==> src/rtl/vp_pkg.sv <==
// rtl/vp_pkg.sv - shared widths, opcode field bounds and fetch state enum
package vp_pkg;

  localparam int INST_W = 23;
  localparam int PC_W   = 16;
  localparam int OP_HI  = 22;
  localparam int OP_LO  = 18;
  localparam int OP_W   = OP_HI - OP_LO + 1;

  localparam logic [OP_W-1:0] HALT_OPCODE_DEF = 5'b11111;

  typedef enum logic [1:0] {
    ST_IDLE = 2'd0,
    ST_REQ  = 2'd1,
    ST_WAIT = 2'd2,
    ST_HALT = 2'd3
  } fetch_state_t;

endpackage

==> src/rtl/fetch_buffer.sv <==
// rtl/fetch_buffer.sv - two-entry {inst,pc} FIFO with flush
module fetch_buffer
  import vp_pkg::*;
(
  input  logic              clk,
  input  logic              rst_n,
  input  logic              push,
  input  logic [INST_W-1:0] push_inst,
  input  logic [PC_W-1:0]   push_pc,
  input  logic              pop,
  input  logic              flush,
  output logic [1:0]        count,
  output logic [INST_W-1:0] head_inst,
  output logic [PC_W-1:0]   head_pc
);

  logic [INST_W-1:0] inst_mem [2];
  logic [PC_W-1:0]   pc_mem   [2];
  logic              wr_ptr;
  logic              rd_ptr;
  logic [1:0]        count_q;
  logic              do_pop;
  logic              do_push;

  // Guard against popping empty or overfilling; the fetch FSM never asks for either.
  assign do_pop  = pop && (count_q != 2'd0);
  assign do_push = push && ((count_q != 2'd2) || do_pop);

  // Storage, pointers and occupancy; flush discards everything and beats push/pop.
  always_ff @(posedge clk or negedge rst_n) begin
    if (!rst_n) begin
      inst_mem[0] <= '0;
      inst_mem[1] <= '0;
      pc_mem[0]   <= '0;
      pc_mem[1]   <= '0;
      wr_ptr      <= 1'b0;
      rd_ptr      <= 1'b0;
      count_q     <= 2'd0;
    end else if (flush) begin
      wr_ptr  <= 1'b0;
      rd_ptr  <= 1'b0;
      count_q <= 2'd0;
    end else begin
      if (do_push) begin
        inst_mem[wr_ptr] <= push_inst;
        pc_mem[wr_ptr]   <= push_pc;
        wr_ptr           <= ~wr_ptr;
      end
      if (do_pop) begin
        rd_ptr <= ~rd_ptr;
      end
      case ({do_push, do_pop})
        2'b10:   count_q <= count_q + 2'd1;
        2'b01:   count_q <= count_q - 2'd1;
        default: count_q <= count_q;
      endcase
    end
  end

  assign count     = count_q;
  assign head_inst = inst_mem[rd_ptr];
  assign head_pc   = pc_mem[rd_ptr];

endmodule

==> src/rtl/inst_fetch.sv <==
// rtl/inst_fetch.sv - instruction fetch FSM with redirect, halt and 2-deep decode buffer
module inst_fetch
  import vp_pkg::*;
#(
  parameter logic [PC_W-1:0] RESET_PC    = 16'h0000,
  parameter logic [OP_W-1:0] HALT_OPCODE = HALT_OPCODE_DEF
) (
  input  logic              clk,
  input  logic              rst_n,
  input  logic              start,
  output logic              imem_req,
  output logic [PC_W-1:0]   imem_addr,
  input  logic              imem_ack,
  input  logic [INST_W-1:0] imem_rdata,
  input  logic              redirect,
  input  logic [PC_W-1:0]   redirect_pc,
  output logic              out_valid,
  input  logic              out_ready,
  output logic [INST_W-1:0] inst,
  output logic [PC_W-1:0]   pc,
  output logic              halted
);

  fetch_state_t      state_q, state_d;
  logic [PC_W-1:0]   pc_q, pc_d;
  logic              drop_q, drop_d;
  logic [1:0]        count;
  logic              issue;
  logic              redirect_act;
  logic              buf_push;
  logic              buf_pop;

  // A request goes out only with buffer room and no stale response still in flight.
  assign issue        = (state_q == ST_REQ) && (count < 2'd2) && !drop_q;
  assign redirect_act = redirect && (state_q != ST_IDLE);
  assign buf_push     = (state_q == ST_WAIT) && imem_ack && !redirect_act;
  assign buf_pop      = out_valid && out_ready && !redirect_act;

  assign imem_req  = issue;
  assign imem_addr = issue ? pc_q : '0;
  assign out_valid = (count != 2'd0);
  assign halted    = (state_q == ST_HALT);

  // State, PC and drop-flag registers.
  always_ff @(posedge clk or negedge rst_n) begin
    if (!rst_n) begin
      state_q <= ST_IDLE;
      pc_q    <= RESET_PC;
      drop_q  <= 1'b0;
    end else begin
      state_q <= state_d;
      pc_q    <= pc_d;
      drop_q  <= drop_d;
    end
  end

  // Next state: redirect overrides everything; a response still in flight at
  // redirect time (issued this cycle, or awaited in WAIT) is marked for discard.
  always_comb begin
    state_d = state_q;
    pc_d    = pc_q;
    drop_d  = drop_q;
    if (redirect_act) begin
      pc_d    = redirect_pc;
      state_d = ST_REQ;
      drop_d  = issue
             || ((state_q == ST_WAIT) && !imem_ack)
             || (drop_q && !imem_ack);
    end else begin
      if (drop_q && imem_ack) begin
        drop_d = 1'b0;
      end
      case (state_q)
        ST_IDLE: begin
          if (redirect) begin
            pc_d = redirect_pc;
          end
          if (start) begin
            state_d = ST_REQ;
          end
        end
        ST_REQ: begin
          if (issue) begin
            state_d = ST_WAIT;
          end
        end
        ST_WAIT: begin
          if (imem_ack) begin
            pc_d    = pc_q + 16'd1;
            state_d = (imem_rdata[OP_HI:OP_LO] == HALT_OPCODE) ? ST_HALT : ST_REQ;
          end
        end
        ST_HALT: begin
          state_d = ST_HALT;
        end
        default: begin
          state_d = ST_IDLE;
        end
      endcase
    end
  end

  fetch_buffer u_buf (
    .clk       (clk),
    .rst_n     (rst_n),
    .push      (buf_push),
    .push_inst (imem_rdata),
    .push_pc   (pc_q),
    .pop       (buf_pop),
    .flush     (redirect_act),
    .count     (count),
    .head_inst (inst),
    .head_pc   (pc)
  );

endmodule

==> config.mk <==
export PLATFORM = sky130hd
export DESIGN_NAME = inst_fetch
export DESIGN_NICKNAME = d
export VERILOG_FILES = /design/src/rtl/vp_pkg.sv /design/src/rtl/fetch_buffer.sv /design/src/rtl/inst_fetch.sv
export SDC_FILE = /design/constraint.sdc
export NUM_CORES = 1
export LEC_CHECK = 0
export ABC_AREA = 1
export CAP_MARGIN = 20
export CORE_UTILIZATION = 45
export DETAILED_ROUTE_END_ITERATION = 16
export PLACE_DENSITY = 0.71
export SETUP_SLACK_MARGIN = 0.5
export SYNTH_ARGS = -nofsm -noshare
export SYNTH_HDL_FRONTEND = slang
export SYNTH_SLANG_ARGS = --single-unit
==> constraint.sdc <==
create_clock -name clk -period 1.6 [get_ports clk]
set_input_delay 0.16 -clock clk [delete_from_list [all_inputs] [get_ports clk]]
set_output_delay 0.16 -clock clk [all_outputs]
set_load 0.01 [all_outputs]
==> impl_results.md <==
- Outcome: complete, but fails checks
- Failing checks: negative setup slack
- Dpl cells: 829
- ANT cells: 0
- Sw frac: 0.382
- Multi-input gate area in the final layout: 3230 sq um
- Largest net degree at the start of global routing: 51
- Leak: 4.44 nW
- Crit path to: pc_q[15]
- Syn_nets: 624
- # clock sinks: 101
- Final hold viol count: 0
- Worst vdd ir: 0.00104 V
- Clk root buf: clkbuf_16
- Max-slew headroom: 0.724
- Yosys cell types: 33
- Fmax: 0.522 GHz
- Final setup violation count: 153
- Post-DRT Antenna Nets: 0
- Synth area leaders: dfrtp_1 49%, mux2_2 8.5%, nand2_1 8.3%
- Skew final: 9.20 ps
- GRT overflow: 0
- Wire per inst: 22.5 um
- H-tree depth: 3
- Pint: 9.87 mW
- Clk network pwr share: 0.151
- Starting DRT DRC Count: 301
- Die ar.: 12000 sq um
- Tcrit/Tclk final: 1.20
- Origin of the critical flop-to-flop path: pc_q[0]
- Vias per std cell: 5.84
- Number of antenna violations at the first check in global routing: 0
- Slew @ Worst Pin: 412 ps
- Reg clk slew, reported paths: 90 ps
- Vias after detailed routing: 5452
- Top-count cell post-synth: nand2_1
- Mapped Cells: 578
- FF-to-FF path depth: 7
- #FFs+latches synth: 101
- Initial core utilization: 0.471
- Vias in the first global route: 5279
- Max Slew Vio Count: 0
- Drt pass-1 iters: 5
- CTS tree: built
- Min Clock Period, post-route: 1910 ps
- Core ar.: 11000 sq um
- Register Area: 2530 sq um
- Total GRT Usage: 0.324
- Beginning of the critical path: pc_q[0]
- Post-Layout Cell Count: 933
- Synth Area per Inst: 8.98 sq um
- Row cnt: 38
- Io pins: 103
- Hpwl dp: 8.96 mm
- CP Max Fanout: 5
- Number of synthesized flops with an enable pin: 0
- Async S/R FF share, synth: 1.00
- CP Data Required Time: 1840 ps
- Hold crit path type: in -> async
- P_sw: 6.10 mW
- Sequential-to-total area share from yosys stat: 0.487
- Power Density: 1680 nW/um^2
- Vert. Die Dim: 109 um
- Total Routed Length: 21.0 mm
- Comb pwr share: 0.578
- Die width: 109 um
- Main synth FF type: dfrtp_1
- Max Buffers Root-to-Sink: 2
- # DRC: 0
- Net count, final: 834
- IO buf count: 102
- Tot Pwr: 16.0 mW
- Layout Area Growth over Synthesis: 83.3%
- Most common library cells after synthesis: 115 x nand2_1, 101 x dfrtp_1, 61 x o21ai_0, 60 x inv_1, 47 x nor2_1
- Critical Path AT: 2150 ps
- Dpl ws: -75.9 ps
- Post-synthesis cell area: 5190 sq um
- Max Cap Viol: 0
- Share of cells above drive strength 1: 0.578
- Worst r2r dst: pc_q[15]
- First-pass GRT wire length: 28.8 mm
- WS Path Type: reg -> reg
- Clk_lat worst skew: 350 ps
- Post-synth top area cell: dfrtp_1
- Synth warnings: 0
- Top-area cell type share of the netlist area: 0.487
- Critical Path Start Type: flop
- Reg power frac: 0.271
- Reg2reg setup slack: -310 ps
- TritonCTS Buffers: 9
- CP Capture Type: flop
- Final worst setup slack: -315 ps
- RD Place Congestion: 0.885
- Unrepaired setup endpoints after global routing: true
- Util after Layout: 0.862
- Number of fillers in the final layout: 465
-- placed cells by master, fill, tap and decap left out, types with 25 or more instances in the layout --
cell / synthesis / layout
mux2_4: 0 / 35
o21ai_2: 30 / 68
nand2_2: 32 / 37
inv_1: 60 / 54
clkdlybuf4s50_1: 0 / 43
buf_6: 2 / 99
nor2_1: 47 / 25
nand2_4: 1 / 49
nand2_1: 115 / 61
buf_4: 2 / 27
buf_16: 0 / 25
dfrtp_1: 101 / 98
-- per-stage QoR --
step | setup TNS, ps | hold slack [ps] | instance area (sq um)
3_5_place_dp | -2110 | 93.3 | 6770
6_report | -24780 | 270 | 9510
4_1_cts | -14070 | 278 | 8900
3_3_place_gp | -196 | 95.9 | 6770
5_1_grt | -30210 | 299 | 9510
2_1_floorplan | 0 | -136 | 5480
-- what timing repair did --
| action | in CTS | in global routing |
|---|---|---|
| hold buffers | 1 | 0 |
| resized for setup | 496 | 131 |
| setup buffers | 48 | 11 |
| endpoints found under the setup margin | 159 | 159 |
| endpoints found under the hold margin | 24 | 0 |
| pin swaps | 33 | 16 |
| gates cloned | 26 | 2 |
-- sequential cells by signal, indices dropped and copies added (netlist names) --
signal          count
drop_q              1
pc_q               16
state_q             2
u_buf.count         2
u_buf.inst_mem     46
u_buf.pc_mem       32
u_buf.rd_ptr        1
u_buf.wr_ptr        1
-- logic make-up (layout without fill, tap and decap cells) --
kind of cell	count (synthesis)	in the layout	synth area share
DFF	101	101	0.487
and+or+nand+nor	242	243	0.219
AOI/OAI and AO/OA	106	106	0.127
muxes	39	39	0.0846
buffers and inverters	89	303	0.0800
adders and majority gates	1	1	0.00241
-- worst max-delay path, stage by stage, from the launching register on --
cell     delay [ps]
dfrtp_1         410
inv_1           190
nor2_1          380
nand2_1         270
o21ai_0         290
nand3_1         100
nand2_1          90
nand2_1          60
-- layout make-up --
| class | count | area share |
|---|---|---|
| inverters | 63 | 0.0274 |
| repair buffers | 224 | 0.315 |
| multi-input cells | 389 | 0.340 |
| clock inverters | 7 | 0.00947 |
| clock buffers | 9 | 0.0237 |
| flip-flops and latches | 101 | 0.266 |
| well taps | 140 | 0.0184 |
-- how the worst min path moves through the flow --
stage          start            endpoint  slack (ps)
6_report       rst_n  u_buf.inst_mem[15]         270
5_1_grt        rst_n  u_buf.inst_mem[15]         300
4_1_cts        rst_n  u_buf.inst_mem[14]         280
3_5_place_dp   rst_n  u_buf.inst_mem[14]          90
3_3_place_gp   rst_n  u_buf.inst_mem[37]         100
2_1_floorplan  rst_n              drop_q        -140
-- power by group through the flow --
stage | combinational (mW) | clock, mW | sequential (mW)
global placement | 5.69 | 0 | 3.95
floorplan | 3.50 | 0 | 3.87
detailed placement | 5.81 | 0 | 3.99
CTS | 7.75 | 2.36 | 4.09
global route | 9.70 | 2.52 | 4.37
finish | 9.24 | 2.41 | 4.33
-- per-layer routing --
| metal | part of all wire | global-route usage | routed length [um] | up-vias |
|---|---|---|---|---|
| met5 | 0 | 0 | 0 | - |
| met4 | 0.052 | 0.132 | 1100 | 0 |
| met3 | 0.064 | 0.0362 | 1340 | 88 |
| met1 | 0.37 | 0.403 | 7860 | 2707 |
| li1 | - | - | - | 2336 |
| met2 | 0.51 | 0.571 | 10700 | 321 |
(Power assumes the default switching activity.)
==> RTL change: new RTL, config.mk and constraints unchanged <==
Change the package constant `PC_W` from 16 to 14.
--- a/src/rtl/vp_pkg.sv
+++ b/src/rtl/vp_pkg.sv
@@ -4,3 +4,3 @@
   localparam int INST_W = 23;
-  localparam int PC_W   = 16;
+  localparam int PC_W   = 14;
   localparam int OP_HI  = 22;
Interface: changed (resized imem_addr, pc and redirect_pc); port bits go from 103 to 97. No check against the original RTL was run, so the function may have changed too.
==> RTL change against the unedited design <==
The flow still finishes with violations (negative setup slack). Routed wire length shrank 19%. Final area is 12% lower. Largest cell class unchanged. Combinational power is 10% lower. Power decreased by 14%. Setup slack better by 0.18 ns. Synthesized cell count fell by 11%. Sequential cell count is 6 lower. Worst hold slack better by 0.090 ns. Synthesized area decreased by 7.9%. Core utilization decreased by 5.1 points.
==> RTL change: results (changes against the unedited design) <==
outcome:
  status: "finished with violations"  # unchanged
  violations: "negative setup slack"  # unchanged
timing:
  max_slew_margin_pct: 65.86  # was 72.43%
  layout_setup_ws_ns: -0.1374  # was -0.3150 ns
  finalClockSkew_ns: 0.01223  # was 0.009196 ns
  setup_viol: 132  # was 153
  tns_ns: -9.655  # was -24.78 ns
worst_setup_path:
  cp_max_fo: 8  # was 5
  slowest_delay_ns: 0.42
  cpLargestDelayFamily: "buffers and inverters"  # was simple AND/OR/NAND/NOR gates
drt:
  viasPerCell: 5.508  # was 5.844
  met1_length_um: 6810  # was 7860 um
  wl_per_cell_um: 20.22  # was 22.49 um
  wl_um: 17000  # was 20990 um
  firstDrtPassIters: 4  # was 5
  dr_wl_met2_um: 8944  # was 10690 um
  first_iter_violations: 280  # was 301
  wl_met3_um: 841  # was 1338 um
pwr:
  ir_drop_v: 0.001162  # was 0.001044 V
  leakagePower_nw: 3.875  # was 4.444 nW
  powerSeq_mw: 4.05  # was 4.33 mW
  switching_share_pct: 38.32  # was 38.20%
  pg_comb_mw: 8.32  # was 9.24 mW
  internal-power_mw: 8.505  # was 9.874 mW
  p_per_area_nw_per_um2: 1646  # was 1680 nW/um^2
cells_and_area:
  multi_input_comb_cells: 342  # was 389
  seq_cells: 95  # was 101
  nNonClkBuffers: 200  # was 224
  clock_cell_area_share_pct: 1.897  # was 3.315%
  drive_gt1_share_pct: 58.72  # was 57.76%
  top_regs: "u_buf.inst_mem (46), u_buf.pc_mem (28), pc_q (14)"  # was u_buf.inst_mem (46), u_buf.pc_mem (32), pc_q (16)
  n_fill_cell: 547  # was 465
  buffer_area_share_pct: 29.74  # was 31.50%
  inverters: 52  # was 63
  nClkBuffers: 12  # was 9
  layout.nets: 744  # was 834
grt:
  grt_usage_pct: 29.23  # was 32.36%
  met3_usage_pct: 3.493  # was 3.616%
  grt_max_degree: 96  # was 51
  gr-usage-met2_pct: 49.34  # was 57.14%
  grtUsageMet1_pct: 38.49  # was 40.29%
  grt_pass1_vias: 4743  # was 5279
  grt_pass1_wl_um: 24850  # was 28790 um
die:
  die_w_um: 105.1  # was 109.4 um
yosys:
  ys_seq_area_share_pct: 49.71  # was 48.70%
  synth_area_per_cell_um2: 9.322  # was 8.979 um^2
  synth_commonest_cells: "nand2_1 (117), dfrtp_1 (95), o21ai_2 (50)"  # was nand2_1 (115), dfrtp_1 (101), o21ai_0 (61)
  syn-num-nets: 557  # was 624
  yosys.cell_types.count: 29  # was 33
  synthTopCellsByArea: "dfrtp_1 (50%), nand2_1 (9.2%), o21ai_2 (9.2%)"  # was dfrtp_1 (49%), mux2_2 (8.5%), nand2_1 (8.3%)
clock_tree:
  cts_root_buffer: "clkbuf_8"  # was clkbuf_16
  clock_latency_ns: 0.37  # was 0.35 ns
placed_design:
  port_buffers: 96  # was 102
  placed_cells: 753  # was 829
  place_area_um2: 6223  # was 6773 um^2
  place_hpwl_um: 7918  # was 8965 um
  gp_congestion: 0.8812  # was 0.8849
min_path:
  hold_class: "input pin to flip-flop"  # was input pin to async pin
## RTL change: cell types whose count changed after synthesis, sizes merged, moves of 3 or more
| cell | unedited run | this run |
|---|---|---|
| nand2 | 148 | 120 |
| inv | 62 | 51 |
| nor2 | 50 | 40 |
| dfrtp | 101 | 95 |
| nor3 | 7 | 1 |
| nand3 | 24 | 20 |
| clkbuf | 8 | 5 |
| o22ai | 3 | 6 |
| or2 | 4 | 1 |
## RTL change: cells by family (layout without fill, tap and decap cells)
family	after synthesis	count (layout)	share of synthesized area (%)
buffers and inverters	77	268	8.294
and+or+nand+nor	193	194	17.06
AOI/OAI and AO/OA	109	109	15.78
adders and majority gates	1	1	0.2616
xor gates and xnor gates	1	1	0.1832
muxes	37	37	8.713
DFF	95	95	49.71
## RTL change: through the flow
| stage | worst slack, ns | hold WS [ns] |
|---|---|---|
| floorplan | 0.2254 | -0.1356 |
| global placement | -0.01092 | 0.2507 |
| detailed placement | -0.07604 | 0.2529 |
| CTS | -0.09938 | 0.3571 |
| global route | -0.2026 | 0.3676 |
| finish | -0.1374 | 0.3601 |
## RTL change: worst paths after layout
kind | startpoint | to | cells after the start
max | state_q[0] | u_buf.inst_mem[13] | 12
min | imem_rdata[2] | u_buf.inst_mem[25] | 3
max reg2reg | state_q[0] | u_buf.inst_mem[13] | 12
min reg2reg | u_buf.inst_mem[19] | u_buf.inst_mem[19] | 2
max in group asynchronous | rst_n | pc_q[12] | 3
min in group asynchronous | rst_n | u_buf.inst_mem[34] | 3
## RTL change: timing repair
| action | in CTS | in global routing |
|---|---|---|
| hold endpoints to repair | 95 | 0 |
| hold buffers | 1 | 0 |
| buffers inserted | 40 | 13 |
| pin swaps | 29 | 25 |
| setup endpoints to repair | 149 | 149 |
| cloned | 18 | 0 |
| gates resized for setup | 450 | 111 |
